`config.mk`:
```
export PLATFORM = sky130hd
export DESIGN_NAME = coram_mem_arbiter_flat
export DESIGN_NICKNAME = d
export VERILOG_FILES = /design/src/rtl/coram_mem_arbiter_if.sv /design/src/rtl/coram_mem_arbiter.sv /design/src/flat_wrapper.sv
export SDC_FILE = /design/constraint.sdc
export NUM_CORES = 1
export LEC_CHECK = 0
export CAP_MARGIN = 30
export CORE_ASPECT_RATIO = 1.4
export CORE_MARGIN = 4
export CORE_UTILIZATION = 36
export CTS_CLUSTER_SIZE = 20
export DETAILED_ROUTE_END_ITERATION = 7
export GPL_ROUTABILITY_DRIVEN = 0
export GPL_TIMING_DRIVEN = 1
export PLACE_DENSITY = 0.82
export SYNTH_ARGS = -nofsm -noshare
export SYNTH_HDL_FRONTEND = slang
export SYNTH_SLANG_ARGS = --single-unit
```
`constraint.sdc`:
```
create_clock -name CLK -period 3.3 [get_ports CLK]
set_input_delay 0.66 -clock CLK [delete_from_list [all_inputs] [get_ports CLK]]
set_output_delay 0.66 -clock CLK [all_outputs]
set_load 0.01 [all_outputs]
```
`src/rtl/coram_mem_arbiter_if.sv`:
```
// Bus between the CoRAM requesters, the arbiter and the single-port memory.
// The master side is the requester/memory environment; the slave side is the arbiter.
interface coram_mem_arbiter_if #(
    parameter int unsigned N_REQ = 4,
    parameter int unsigned W_A   = 7,
    parameter int unsigned W_D   = 32
);
    logic [N_REQ-1:0]     REQ;
    logic [N_REQ-1:0]     WE_IN;
    logic [N_REQ*W_A-1:0] ADDR_IN;
    logic [N_REQ*W_D-1:0] D_IN;
    logic [N_REQ-1:0]     ACK;
    logic [N_REQ-1:0]     RVALID;
    logic [W_D-1:0]       RDATA;
    logic [W_A-1:0]       MEM_ADDR;
    logic [W_D-1:0]       MEM_D;
    logic                 MEM_WE;
    logic [W_D-1:0]       MEM_Q;
    logic                 BUSY;

    modport master (
        output REQ, WE_IN, ADDR_IN, D_IN, MEM_Q,
        input  ACK, RVALID, RDATA, MEM_ADDR, MEM_D, MEM_WE, BUSY
    );

    modport slave (
        input  REQ, WE_IN, ADDR_IN, D_IN, MEM_Q,
        output ACK, RVALID, RDATA, MEM_ADDR, MEM_D, MEM_WE, BUSY
    );
endinterface

```
`src/rtl/coram_mem_arbiter.sv`:
```
// Round-robin arbiter with bounded bursts in front of one single-port CoRAM memory.
// Grants are combinational; the memory port and read-return strobes are registered.
module coram_mem_arbiter #(
    parameter int unsigned N_REQ     = 4,
    parameter int unsigned W_A       = 7,
    parameter int unsigned W_D       = 32,
    parameter int unsigned MAX_BURST = 4
) (
    input logic                 CLK,
    input logic                 RST_N,
    coram_mem_arbiter_if.slave  bus
);
    localparam int unsigned W_O       = $clog2(N_REQ);
    localparam logic [3:0]  MAX_CNT   = 4'(MAX_BURST);

    typedef enum logic [0:0] {StIdle, StOwned} state_e;

    state_e           state_q, state_d;
    logic [W_O-1:0]   owner_q, owner_d;
    logic [W_O-1:0]   prio_q, prio_d;
    logic [3:0]       cnt_q, cnt_d;

    logic             gnt_valid;
    logic [W_O-1:0]   gnt_idx;
    logic             hold;
    logic             others;
    logic [W_O-1:0]   owner_next;
    int unsigned      start_idx;
    int unsigned      idx;
    logic [N_REQ-1:0] ack;

    logic             sel_we;
    logic [W_A-1:0]   sel_addr;
    logic [W_D-1:0]   sel_d;

    logic [W_A-1:0]   mem_addr_q;
    logic [W_D-1:0]   mem_d_q;
    logic             mem_we_q;
    logic [N_REQ-1:0] rd_pend_q;
    logic [N_REQ-1:0] rvalid_q;
    logic             busy_q;

    // Grant selection and arbiter next-state.
    always_comb begin
        state_d    = state_q;
        owner_d    = owner_q;
        prio_d     = prio_q;
        cnt_d      = cnt_q;
        gnt_valid  = 1'b0;
        gnt_idx    = '0;
        idx        = 0;
        owner_next = W_O'((int'(owner_q) + 1) % N_REQ);
        others     = |(bus.REQ & ~(N_REQ'(1) << owner_q));
        start_idx  = (state_q == StOwned) ? int'(owner_next) : int'(prio_q);

        // The owner keeps the port until its burst is spent, unless nobody else wants it.
        hold = (state_q == StOwned) && bus.REQ[owner_q] && ((cnt_q < MAX_CNT) || !others);

        if (hold) begin
            gnt_valid = 1'b1;
            gnt_idx   = owner_q;
        end else begin
            for (int k = 0; k < N_REQ; k++) begin
                idx = (start_idx + k) % N_REQ;
                if (!gnt_valid && bus.REQ[idx]) begin
                    gnt_valid = 1'b1;
                    gnt_idx   = W_O'(idx);
                end
            end
        end

        if (!gnt_valid) begin
            state_d = StIdle;
            cnt_d   = '0;
            if (state_q == StOwned) begin
                prio_d = owner_next;
            end
        end else if (hold) begin
            if (cnt_q < MAX_CNT) begin
                cnt_d = cnt_q + 4'd1;
            end
        end else begin
            state_d = StOwned;
            owner_d = gnt_idx;
            cnt_d   = 4'd1;
        end

        ack = gnt_valid ? (N_REQ'(1) << gnt_idx) : '0;
        if (!RST_N) begin
            ack = '0;
        end
    end

    // Mux the winning requester's access onto the memory port.
    always_comb begin
        sel_we   = bus.WE_IN[gnt_idx];
        sel_addr = bus.ADDR_IN[gnt_idx*W_A +: W_A];
        sel_d    = bus.D_IN[gnt_idx*W_D +: W_D];
    end

    // Arbiter state register.
    always_ff @(posedge CLK) begin
        if (!RST_N) begin
            state_q <= StIdle;
            owner_q <= '0;
            prio_q  <= '0;
            cnt_q   <= '0;
        end else begin
            state_q <= state_d;
            owner_q <= owner_d;
            prio_q  <= prio_d;
            cnt_q   <= cnt_d;
        end
    end

    // Memory port, read-return pipeline (address stage, then data stage) and busy flag.
    always_ff @(posedge CLK) begin
        if (!RST_N) begin
            mem_addr_q <= '0;
            mem_d_q    <= '0;
            mem_we_q   <= 1'b0;
            rd_pend_q  <= '0;
            rvalid_q   <= '0;
            busy_q     <= 1'b0;
        end else begin
            mem_we_q  <= gnt_valid & sel_we;
            rd_pend_q <= (gnt_valid && !sel_we) ? ack : '0;
            rvalid_q  <= rd_pend_q;
            busy_q    <= gnt_valid;
            if (gnt_valid) begin
                mem_addr_q <= sel_addr;
                mem_d_q    <= sel_d;
            end
        end
    end

    assign bus.ACK      = ack;
    assign bus.RVALID   = rvalid_q;
    assign bus.RDATA    = bus.MEM_Q;
    assign bus.MEM_ADDR = mem_addr_q;
    assign bus.MEM_D    = mem_d_q;
    assign bus.MEM_WE   = mem_we_q;
    assign bus.BUSY     = busy_q;
endmodule

```
`src/flat_wrapper.sv`:
```
// flat-port wrapper written by rule: the top's interface ports become plain ports
module coram_mem_arbiter_flat 
#(
    parameter int unsigned N_REQ     = 4,
    parameter int unsigned W_A       = 7,
    parameter int unsigned W_D       = 32,
    parameter int unsigned MAX_BURST = 4
)
  (CLK, RST_N, bus_REQ, bus_WE_IN, bus_ADDR_IN, bus_D_IN, bus_MEM_Q, bus_ACK, bus_RVALID, bus_RDATA, bus_MEM_ADDR, bus_MEM_D, bus_MEM_WE, bus_BUSY);
  coram_mem_arbiter_if #(.N_REQ(N_REQ), .W_A(W_A), .W_D(W_D)) bus_i ();
  input logic CLK;
  input logic RST_N;
  input wire logic [$bits(bus_i.REQ)-1:0] bus_REQ;
  input wire logic [$bits(bus_i.WE_IN)-1:0] bus_WE_IN;
  input wire logic [$bits(bus_i.ADDR_IN)-1:0] bus_ADDR_IN;
  input wire logic [$bits(bus_i.D_IN)-1:0] bus_D_IN;
  input wire logic [$bits(bus_i.MEM_Q)-1:0] bus_MEM_Q;
  output wire logic [$bits(bus_i.ACK)-1:0] bus_ACK;
  output wire logic [$bits(bus_i.RVALID)-1:0] bus_RVALID;
  output wire logic [$bits(bus_i.RDATA)-1:0] bus_RDATA;
  output wire logic [$bits(bus_i.MEM_ADDR)-1:0] bus_MEM_ADDR;
  output wire logic [$bits(bus_i.MEM_D)-1:0] bus_MEM_D;
  output wire logic [$bits(bus_i.MEM_WE)-1:0] bus_MEM_WE;
  output wire logic [$bits(bus_i.BUSY)-1:0] bus_BUSY;
  assign bus_i.REQ = bus_REQ;
  assign bus_i.WE_IN = bus_WE_IN;
  assign bus_i.ADDR_IN = bus_ADDR_IN;
  assign bus_i.D_IN = bus_D_IN;
  assign bus_i.MEM_Q = bus_MEM_Q;
  assign bus_ACK = bus_i.ACK;
  assign bus_RVALID = bus_i.RVALID;
  assign bus_RDATA = bus_i.RDATA;
  assign bus_MEM_ADDR = bus_i.MEM_ADDR;
  assign bus_MEM_D = bus_i.MEM_D;
  assign bus_MEM_WE = bus_i.MEM_WE;
  assign bus_BUSY = bus_i.BUSY;
  coram_mem_arbiter #(.N_REQ(N_REQ), .W_A(W_A), .W_D(W_D), .MAX_BURST(MAX_BURST)) u_core (.CLK(CLK), .RST_N(RST_N), .bus(bus_i));
endmodule
```
==> results.json <==
{
  "synthCells": 508,
  "cts_tree": "yes",
  "die_w_um": 97.01,
  "root_buffer": "clkbuf_16",
  "die_area_um2": 12860,
  "worstSkewPairLatency_ns": 0.33,
  "place_inst": 811,
  "grt_use_total_pct": 25.56,
  "period_minus_slack_ns": 3.257,
  "routedWlPerCell_um": 20.79,
  "yosysWarningCount": 0,
  "wl_met2_um": 8777,
  "area_growth_pct": 61.39,
  "row_count": 45,
  "antennaDiodeCount": 0,
  "synth_nets": 711,
  "grt_pass1_wl_um": 26730,
  "pre_cts_ws_ns": -0.2320,
  "ys_ff_latch": 58,
  "avgSynthCellArea_um2": 7.859,
  "relSlewSlack_pct": 63.89,
  "grt_pass1_vias": 5276,
  "cts.htree.levels": 3,
  "drtAntennaViolNets": 0,
  "worst_pin_slew_ns": 0.5417,
  "grt_start_max_net_pins": 50,
  "cap_viol_max_count": 0,
  "fmax_mhz": 307.0,
  "startpoint_type": "register",
  "min_path_type": "reg2reg",
  "hold_viol_final": 0,
  "arrival_ns": 2.60,
  "vias": 5092,
  "wl_met3_um": 1571,
  "coreArea_um2": 10870,
  "io_buffers": 214,
  "nets": 886,
  "ys_types": 38,
  "cts_max_path_buffers": 2,
  "dpl.hpwl_um": 11710,
  "ir_drop_mv": 0.2572,
  "end_kind": "primary output",
  "gr-total-overflow": 0,
  "critPathMaxFanout": 4,
  "grt_antenna_before_repair": 0,
  "setup_tns_ns": 0,
  "synth_area_um2": 3993,
  "power.density_nw_per_um2": 441.2,
  "async_flop_share_pct": 0,
  "ys_seq_area_share_pct": 29.08,
  "layout-drive-gt1-share_pct": 10.76,
  "initial_core_util_pct": 36.74,
  "worstPathRequired_ns": 2.64,
  "setup_viol": 0,
  "firstDrtPassIters": 7,
  "num-fill-cells": 908,
  "status": "finished clean",
  "instances_no_fill": 829,
  "layout_setup_ws_ns": 0.04312,
  "cts_made_buffers": 9,
  "critPathKind": "reg2out",
  "drt-met1-wl_um": 5941,
  "clk_pin_slew_ns": 0.06,
  "synth_edf_count": 0,
  "synthFlopType": "dfxtp_1",
  "die_h_um": 132.6,
  "drc": 0,
  "rsz0062_at_grt": "false",
  "drt_iter0_drc": 476,
  "ios": 279,
  "wl_um": 17230,
  "drt-vias-per-instance": 6.142,
  "fin_skew_ns": 0.007724,
  "top_layer_used": "met4",
  "maxSlewViolCount": 0,
  "power.leakage_nw": 2.474,
  "fin_crit_sh_pct": 98.69,
  "clock-sinks": 58
}
layout make-up:
type	instances	area [µm²]	area share, %
inverters	43	161.4	2.505
flip-flops and latches	58	1164	18.06
well taps	141	176.4	2.738
clock inverters	6	66.31	1.029
multi-input cells	322	2217	34.41
clock buffers	10	239.0	3.709
repair buffers	249	2420	37.55
path summary, 6_finish.rpt:
kind / startpoint / endpoint / slack (ns) / depth (start not counted)
max: u_core.owner_q[1] / bus_ACK[1] / 0.04 / 10
min: u_core.rd_pend_q[0] / u_core.bus.RVALID[0] / 0.43 / 1
max reg2reg: u_core.owner_q[1] / u_core.bus.MEM_D[10] / 0.27 / 10
min reg2reg: u_core.rd_pend_q[0] / u_core.bus.RVALID[0] / 0.43 / 1
metal layers:
layer  vias up  track usage, %
met3        89           5.538
li1       2250               -
met1      2414           27.58
met2       339           44.89
met4         0           16.24
met5         -               0
cells in the mapped netlist (all sizes together), types with 2 or more instances:
cell	instances	share of area, %
a211oi	2	0.63
a21oi	7	0.88
a222oi	39	9.8
a311oi	39	8.6
and2	4	0.63
buf	59	10
clkbuf	26	2.4
dfxtp	58	29
ha	5	1.6
inv	43	4.0
mux2i	6	1.6
nand2	86	8.1
nand2b	9	1.4
nand3	2	0.25
nor2	17	1.6
nor2b	2	0.31
nor3	6	0.75
o21ai	44	5.7
o221ai	39	8.6
o22ai	2	0.31
repair_timing:
action | CTS | global route
endpoints found under the setup margin | 4 | 2
setup buffers | 2 | 0
hold buffers | 0 | 0
gates resized for setup | 11 | 8
pin swaps | 2 | 2
worst max-delay path, cell delays in order (launching register included):
cell	delay (ns)
dfxtp_2	0.33
inv_2	0.10
ha_4	0.21
mux2_2	0.30
and4_1	0.20
a311o_2	0.41
o21ai_4	0.19
buf_6	0.13
nand2_2	0.06
nor2_1	0.12
clkdlybuf4s15_2	0.23
sequential cells by signal (all words and copies together), names as in the netlist:
register,cells
u_core.bus.MEM_D,32
u_core.bus.MEM_ADDR,7
u_core.bus.RVALID,4
u_core.cnt_q,4
u_core.rd_pend_q,4
u_core.owner_q,2
u_core.prio_q,2
u_core.bus.BUSY,1
u_core.bus.MEM_WE,1
u_core.state_q,1
cells by family after synthesis:
logic type	share of synthesized area, %
AOI/OAI and AO/OA	36.01
xor gates and xnor gates	0.2194
adders and majority gates	1.567
buffers and inverters	16.89
DFF	29.08
muxes	1.880
and+or+nand+nor	14.35
power breakdown:
part | leakage [nW] | total (mW) | internal [mW] | switching, mW
registers | 0.481 | 0.855 | 0.791 | 0.0644
logic | 1.85 | 1.04 | 0.547 | 0.490
clock network | 0.141 | 0.951 | 0.604 | 0.347
total | 2.47 | 2.84 | 1.94 | 0.901
stage by stage:
| step | instance area, µm² | power, mW | hold slack, ns | util (%) |
|---|---|---|---|---|
| 2_1_floorplan | 3993 | 1.392 | 0.4119 | - |
| 3_3_place_gp | 6090 | 1.849 | 0.4173 | 56.04 |
| 3_5_place_dp | 6090 | 1.874 | 0.4275 | 56.04 |
| 4_1_cts | 6435 | 2.843 | 0.4404 | 59.22 |
| 5_1_grt | 6444 | 2.964 | 0.4579 | 59.30 |
| 6_report | 6444 | 2.843 | 0.4334 | 59.30 |
layout by cell type (no fill, tap or decap), types with 2 or more instances in the layout:
| cell | instances |
|---|---|
| and2_1 | 4 |
| nor2b_1 | 2 |
| a222oi_1 | 39 |
| o221ai_1 | 39 |
| nand2b_1 | 8 |
| clkdlybuf4s50_1 | 208 |
| dfxtp_2 | 2 |
| inv_2 | 2 |
| dlygate4sd2_1 | 2 |
| clkbuf_16 | 9 |
| o22ai_1 | 2 |
| a211oi_2 | 2 |
| ha_1 | 4 |
| o21ai_0 | 41 |
| dfxtp_1 | 56 |
| nand2_1 | 85 |
| nor2_1 | 16 |
| nand3_1 | 2 |
| nor3_1 | 5 |
| clkinvlp_4 | 3 |
| inv_1 | 41 |
| dlymetal6s2s_1 | 2 |
| buf_4 | 33 |
| mux2i_1 | 5 |
| a311oi_1 | 39 |
| a21oi_1 | 7 |
Note: power is estimated with default switching activity, not from simulation.
==> patch 1 (config.mk and constraints unchanged) <==
`W_A` is set to 7 in 3 places; all go to 14.
--- a/src/rtl/coram_mem_arbiter_if.sv
+++ b/src/rtl/coram_mem_arbiter_if.sv
@@ -2,7 +2,7 @@
 // The master side is the requester/memory environment; the slave side is the arbiter.
 interface coram_mem_arbiter_if #(
     parameter int unsigned N_REQ = 4,
-    parameter int unsigned W_A   = 7,
+    parameter int unsigned W_A   = 14,
     parameter int unsigned W_D   = 32
 );
     logic [N_REQ-1:0]     REQ;
--- a/src/rtl/coram_mem_arbiter.sv
+++ b/src/rtl/coram_mem_arbiter.sv
@@ -2,7 +2,7 @@
 // Grants are combinational; the memory port and read-return strobes are registered.
 module coram_mem_arbiter #(
     parameter int unsigned N_REQ     = 4,
-    parameter int unsigned W_A       = 7,
+    parameter int unsigned W_A       = 14,
     parameter int unsigned W_D       = 32,
     parameter int unsigned MAX_BURST = 4
 ) (
--- a/src/flat_wrapper.sv
+++ b/src/flat_wrapper.sv
@@ -2,7 +2,7 @@
 module coram_mem_arbiter_flat 
 #(
     parameter int unsigned N_REQ     = 4,
-    parameter int unsigned W_A       = 7,
+    parameter int unsigned W_A       = 14,
     parameter int unsigned W_D       = 32,
     parameter int unsigned MAX_BURST = 4
 )
Ports: changed (resized bus_ADDR_IN and bus_MEM_ADDR); port bits go from 279 to 314. No check against the original RTL was run, so the function may have changed too.
==> patch 1 against the original RTL <==
Area after synthesis rose by 19%; critical path type unchanged; power rose by 8.9%; via count rose by 9.2%; cell area rose by 18%; combinational power rose by 16%; setup slack improved by 0.097 ns; sequential cell count rose by 7; highest routed layer unchanged; first-iteration DRC count fell by 41%; wire length rose by 13%; die area rose by 17%; critical endpoint is now bus_ACK[0]; count of clock-buffer cells in the layout rose by 1; critical path depth fell by 1.
==> patch 1: results (changes against the original RTL) <==
Finish
  – Finished Layout Cells: 940 (was 829)
  – Share of cells above drive strength 1: 0.142 (was 0.108)
  – Fill cells: 1133 (was 908)
  – # nets final: 1013 (was 886)

Place
  – Post-Place Worst Slack: -0.0788 ns (was -0.232 ns)
  – I/O Buffers: 249 (was 214)
  – Final HPWL from detailed placement: 14.3 mm (was 11.7 mm)
  – DP Cell Count: 923 (was 811)
  – Post-DP Area: 7250 µm² (was 6090 µm²)

Logic synthesis
  – Most frequent cells after synthesis: o21ai_0 (77), dfxtp_1 (65), a31oi_1 (49) (was nand2_1 (86), dfxtp_1 (58), inv_1 (43))
  – Post-synthesis sequential area ratio: 0.274 (was 0.291)
  – Avg Inst Size Synth: 8.23 µm² (was 7.86 µm²)
  – Synth area leaders: dfxtp_1 (27%), o21ai_0 (8.1%), a31oi_1 (6.5%) (was dfxtp_1 (29%), a222oi_1 (9.8%), a311oi_1 (8.6%))
  – Library cells used by synthesis: 60 (was 38)
  – Mapped Nets: 807 (was 711)

STA
  – Clock skew: 0.00613 ns (was 0.00772 ns)
  – Crit share post-route: 0.958 (was 0.987)
  – Worst-Margin Slew: 0.558 ns (was 0.542 ns)

Critical path
  – Worst R2R Start: u_core.owner_q[0]$_SDFFE_PN0P_ (was u_core.owner_q[1]$_SDFFE_PN0P_)
  – CP Max Fanout: 7 (was 4)
  – R2R setup slack: 0.42 ns (was 0.27 ns)
  – Critical path arrival: 2.50 ns (was 2.60 ns)
  – Worst Setup EP: bus_ACK[0] (was bus_ACK[1])
  – CP top delay family: buffers and inverters (was compound AO/OA/AOI/OAI gates)
  – Slowest stage cell, crit path: dfxtp_1 (was a311o_2)
  – Worst path max stage delay: 0.31 ns (was 0.41 ns)
  – FF-to-FF End: u_core.bus.MEM_ADDR[3]$_SDFFE_PN0N_ (was u_core.bus.MEM_D[10]$_SDFFE_PN0N_)

Route
  – Pre-Repair DR Iteration Count: 5 (was 7)
  – Vias/cell: 5.91 (was 6.14)
  – Initial DRC count: 280 (was 476)
  – DRT Wirelength: 19.5 mm (was 17.2 mm)

Global route
  – Vias in the first global route: 5202 (was 5276)
  – Total GRT Usage: 0.240 (was 0.256)
  – Global-route wire length before repair: 28.6 mm (was 26.7 mm)
  – Largest net degree at the start of global routing: 56 (was 50)

Power
  – Leak Pwr: 2.74 nW (was 2.47 nW)
  – Worst VDD drop: 0.249 mV (was 0.257 mV)

Clock tree
  – Total CTS buffers: 9 (unchanged)
  – Max clock buf depth: 2 (unchanged)

Outcome
  – Status: finished clean (unchanged)

Hold path
  – Worst hold path type: reg2reg (unchanged)
==> patch 1: changes by cell type in the layout (fill, tap and decap cells not counted), moves of 14 or more <==
cell	before	now
a31oi_1	0	49
nand2_1	85	9
o2111ai_1	0	25
a311oi_1	39	0
nand3_1	2	45
a21oi_1	7	21
o21ai_0	41	77
o311ai_0	0	19
a221oi_2	0	18
o221ai_1	39	2
a222oi_1	39	1
or4_1	0	25
clkdlybuf4s50_1	208	240
==> patch 1: cell families after synthesis <==
group                    share of synthesized area
AND/OR/NAND/NOR                              0.149
AO/OA/AOI/OAI                                0.388
adder cells (fa/ha/maj)                     0.0132
buffers and inverters                        0.151
multiplexers                                0.0230
XOR/XNOR                                   0.00185
flip-flops                                   0.274
==> patch 1: worst min path at each step <==
stage	start	end	slack (ns)	cells past startpoint
2_1_floorplan	u_core.rd_pend_q[0]$_SDFF_PN0_	u_core.bus.RVALID[0]$_SDFF_PN0_	0.41	1
3_3_place_gp	u_core.rd_pend_q[3]$_SDFF_PN0_	u_core.bus.RVALID[3]$_SDFF_PN0_	0.41	1
3_5_place_dp	u_core.rd_pend_q[1]$_SDFF_PN0_	u_core.bus.RVALID[1]$_SDFF_PN0_	0.42	1
4_1_cts	u_core.rd_pend_q[3]$_SDFF_PN0_	u_core.bus.RVALID[3]$_SDFF_PN0_	0.43	1
5_1_grt	u_core.rd_pend_q[3]$_SDFF_PN0_	u_core.bus.RVALID[3]$_SDFF_PN0_	0.45	1
6_report	u_core.rd_pend_q[3]$_SDFF_PN0_	u_core.bus.RVALID[3]$_SDFF_PN0_	0.43	1
==> patch 1: what timing repair did <==
action | 4_1_cts | 5_1_grt
gates cloned | 0 | 0
pin swaps | 1 | 1
resized for setup | 4 | 8
setup endpoints to repair | 4 | 2
buffers inserted | 1 | 0
==> patch 1: routing by layer <==
layer / GRT usage / part of all wire / up-vias
li1: - / - / 2628
met1: 0.262 / 0.37 / 2564
met2: 0.431 / 0.50 / 307
met3: 0.0512 / 0.082 / 61
met4: 0.135 / 0.046 / 0
met5: 0 / 0 / -
==> patch 1: layout make-up <==
class,count,area [µm²],share of cell area
Timing Repair Buffer,292,2890,0.382
Multi-Input combinational cell,381,2770,0.366
Sequential cell,65,1300,0.172
Clock buffer,11,243,0.0320
Tap cell,153,191,0.0253
Inverter,33,124,0.0164
Clock inverter,5,55.1,0.00727
==> patch 1: power breakdown <==
part           leakage [nW]  internal [mW]  total [mW]  switching (mW)
Combinational          2.06          0.639        1.21           0.573
Clock                 0.142          0.603       0.957           0.354
Sequential            0.538          0.880       0.926          0.0462
Total                  2.74           2.12        3.10           0.973
==> patch 2 (same settings) <==
Without the edit above. Make the reset (`RST_N`) asynchronous in 2 clocked blocks.
--- a/src/rtl/coram_mem_arbiter.sv
+++ b/src/rtl/coram_mem_arbiter.sv
@@ -99,7 +99,7 @@
     end
 
     // Arbiter state register.
-    always_ff @(posedge CLK) begin
+    always_ff @(posedge CLK or negedge RST_N) begin
         if (!RST_N) begin
             state_q <= StIdle;
             owner_q <= '0;
@@ -114,7 +114,7 @@
     end
 
     // Memory port, read-return pipeline (address stage, then data stage) and busy flag.
-    always_ff @(posedge CLK) begin
+    always_ff @(posedge CLK or negedge RST_N) begin
         if (!RST_N) begin
             mem_addr_q <= '0;
             mem_d_q    <= '0;
Check against the original RTL: differs if RST_N is asserted again (counterexample within 4 cycles, from zero or initial values and one cycle with RST_N low); with RST_N held inactive, the same outputs for 4 cycles.
==> patch 2 against the original RTL <==
Wire length is 22% lower; cell count shrank 15%; cell area shrank 2.8%; via count is 26% lower; area after synthesis fell by 5.6%; die area fell by 5.2%; hold slack worse by 0.087 ns; setup slack better by 0.066 ns; synthesized cell count is 28% lower; highest routed layer unchanged; clock skew decreased by 0.00069 ns; sequential cell count unchanged.
Power is not compared: it rests on default switching activity, and its combinational part moved more than twofold at a synthesized area within 25%.
==> patch 2: results (changes against the original RTL) <==
Outcome
  – Status: finished clean (unchanged)

Critical path
  – Slowest stage cell, crit path: or3_4 (was a311o_2)
  – Worst path max stage delay: 0.38 ns (was 0.41 ns)
  – CP top delay family: simple AND/OR/NAND/NOR gates (was compound AO/OA/AOI/OAI gates)
  – Worst Setup EP: bus_ACK[3] (was bus_ACK[1])
  – Critical path arrival: 2.53 ns (was 2.60 ns)
  – R2R setup slack: 0.43 ns (was 0.27 ns)
  – Worst R2R Start: u_core.owner_q[0]$_DFFE_PN0P_ (was u_core.owner_q[1]$_SDFFE_PN0P_)
  – FF-to-FF End: u_core.bus.MEM_D[2]$_DFFE_PN0P_ (was u_core.bus.MEM_D[10]$_SDFFE_PN0N_)

Finish
  – Inverters, non-clock: 7 (was 43)
  – NonClk Buf Share: 0.383 (was 0.376)
  – Finished Layout Cells: 707 (was 829)
  – # nets final: 770 (was 886)
  – Fill cells: 849 (was 908)
  – Clock buf count: 13 (was 10)
  – Multi-input comb cells: 244 (was 322)
  – Fraction of area in registers: 0.232 (was 0.181)
  – Bufs w/o clock: 247 (was 249)
  – Area of the multi-input gates: 1950 µm² (was 2220 µm²)

Hold path
  – Hold path depth: 0 (was 1)
  – Hold endpoint: u_core.bus.RVALID[3]$_DFF_PN0_ (was u_core.bus.RVALID[0]$_SDFF_PN0_)
  – HP Start: u_core.rd_pend_q[3]$_DFF_PN0_ (was u_core.rd_pend_q[0]$_SDFF_PN0_)

Place
  – DP Cell Count: 689 (was 811)
  – Post-Place Worst Slack: -0.547 ns (was -0.232 ns)
  – Post-DP Area: 5940 µm² (was 6090 µm²)
  – Final HPWL from detailed placement: 10.4 mm (was 11.7 mm)

Logic synthesis
  – Most common flop cell mapped by yosys: dfrtp_1 (was dfxtp_1)
  – Mapped Nets: 570 (was 711)
  – Synth area leaders: dfrtp_1 (39%), mux2i_1 (8.8%), buf_4 (6.8%) (was dfxtp_1 (29%), a222oi_1 (9.8%), a311oi_1 (8.6%))
  – Library cells used by synthesis: 55 (was 38)
  – Most frequent cells after synthesis: dfrtp_1 (58), buf_4 (34), mux2i_1 (33) (was nand2_1 (86), dfxtp_1 (58), inv_1 (43))

STA
  – Crit share post-route: 0.967 (was 0.987)
  – Hold slack final: 0.347 ns (was 0.433 ns)
  – Clock skew: 0.00703 ns (was 0.00772 ns)

Global route
  – Global-route wire length before repair: 20.0 mm (was 26.7 mm)
  – GR Util met3: 0.0755 (was 0.0554)
  – Vias in the first global route: 4065 (was 5276)
  – Largest net degree at the start of global routing: 59 (was 50)

Route
  – Metal2 WL: 7.18 mm (was 8.78 mm)
  – DRT Wirelength: 13.5 mm (was 17.2 mm)
  – Met3 WL: 1.31 mm (was 1.57 mm)
  – Initial DRC count: 97 (was 476)
  – Vias/cell: 5.36 (was 6.14)
  – Metal-1 WL: 4.50 mm (was 5.94 mm)

Floorplan
  – Rows: 43 (was 45)
patch 2: kinds of logic after synthesis:
kind of cell             Yosys count  share of synthesized area
multiplexers                      59                      0.169
AND/OR/NAND/NOR                   74                      0.104
AO/OA/AOI/OAI                    105                      0.206
buffers and inverters             65                      0.117
adder cells (fa/ha/maj)            5                     0.0166
flip-flops                        58                      0.385
XOR/XNOR                           1                    0.00233
patch 2: report_power, final:
part | leakage (nW) | internal [mW] | total (mW) | switching, mW
Sequential | 0.692 | 1.06 | 1.24 | 0.185
Combinational | 1.78 | 2.01 | 3.99 | 1.98
Clock | 0.133 | 0.524 | 0.832 | 0.308
patch 2: timing repair:
| item | CTS | global route |
|---|---|---|
| setup buffers | 1 | 1 |
| resized for setup | 22 | 13 |
| gates cloned | 0 | 0 |
| endpoints found under the setup margin | 4 | 4 |
| pin swaps | 2 | 2 |
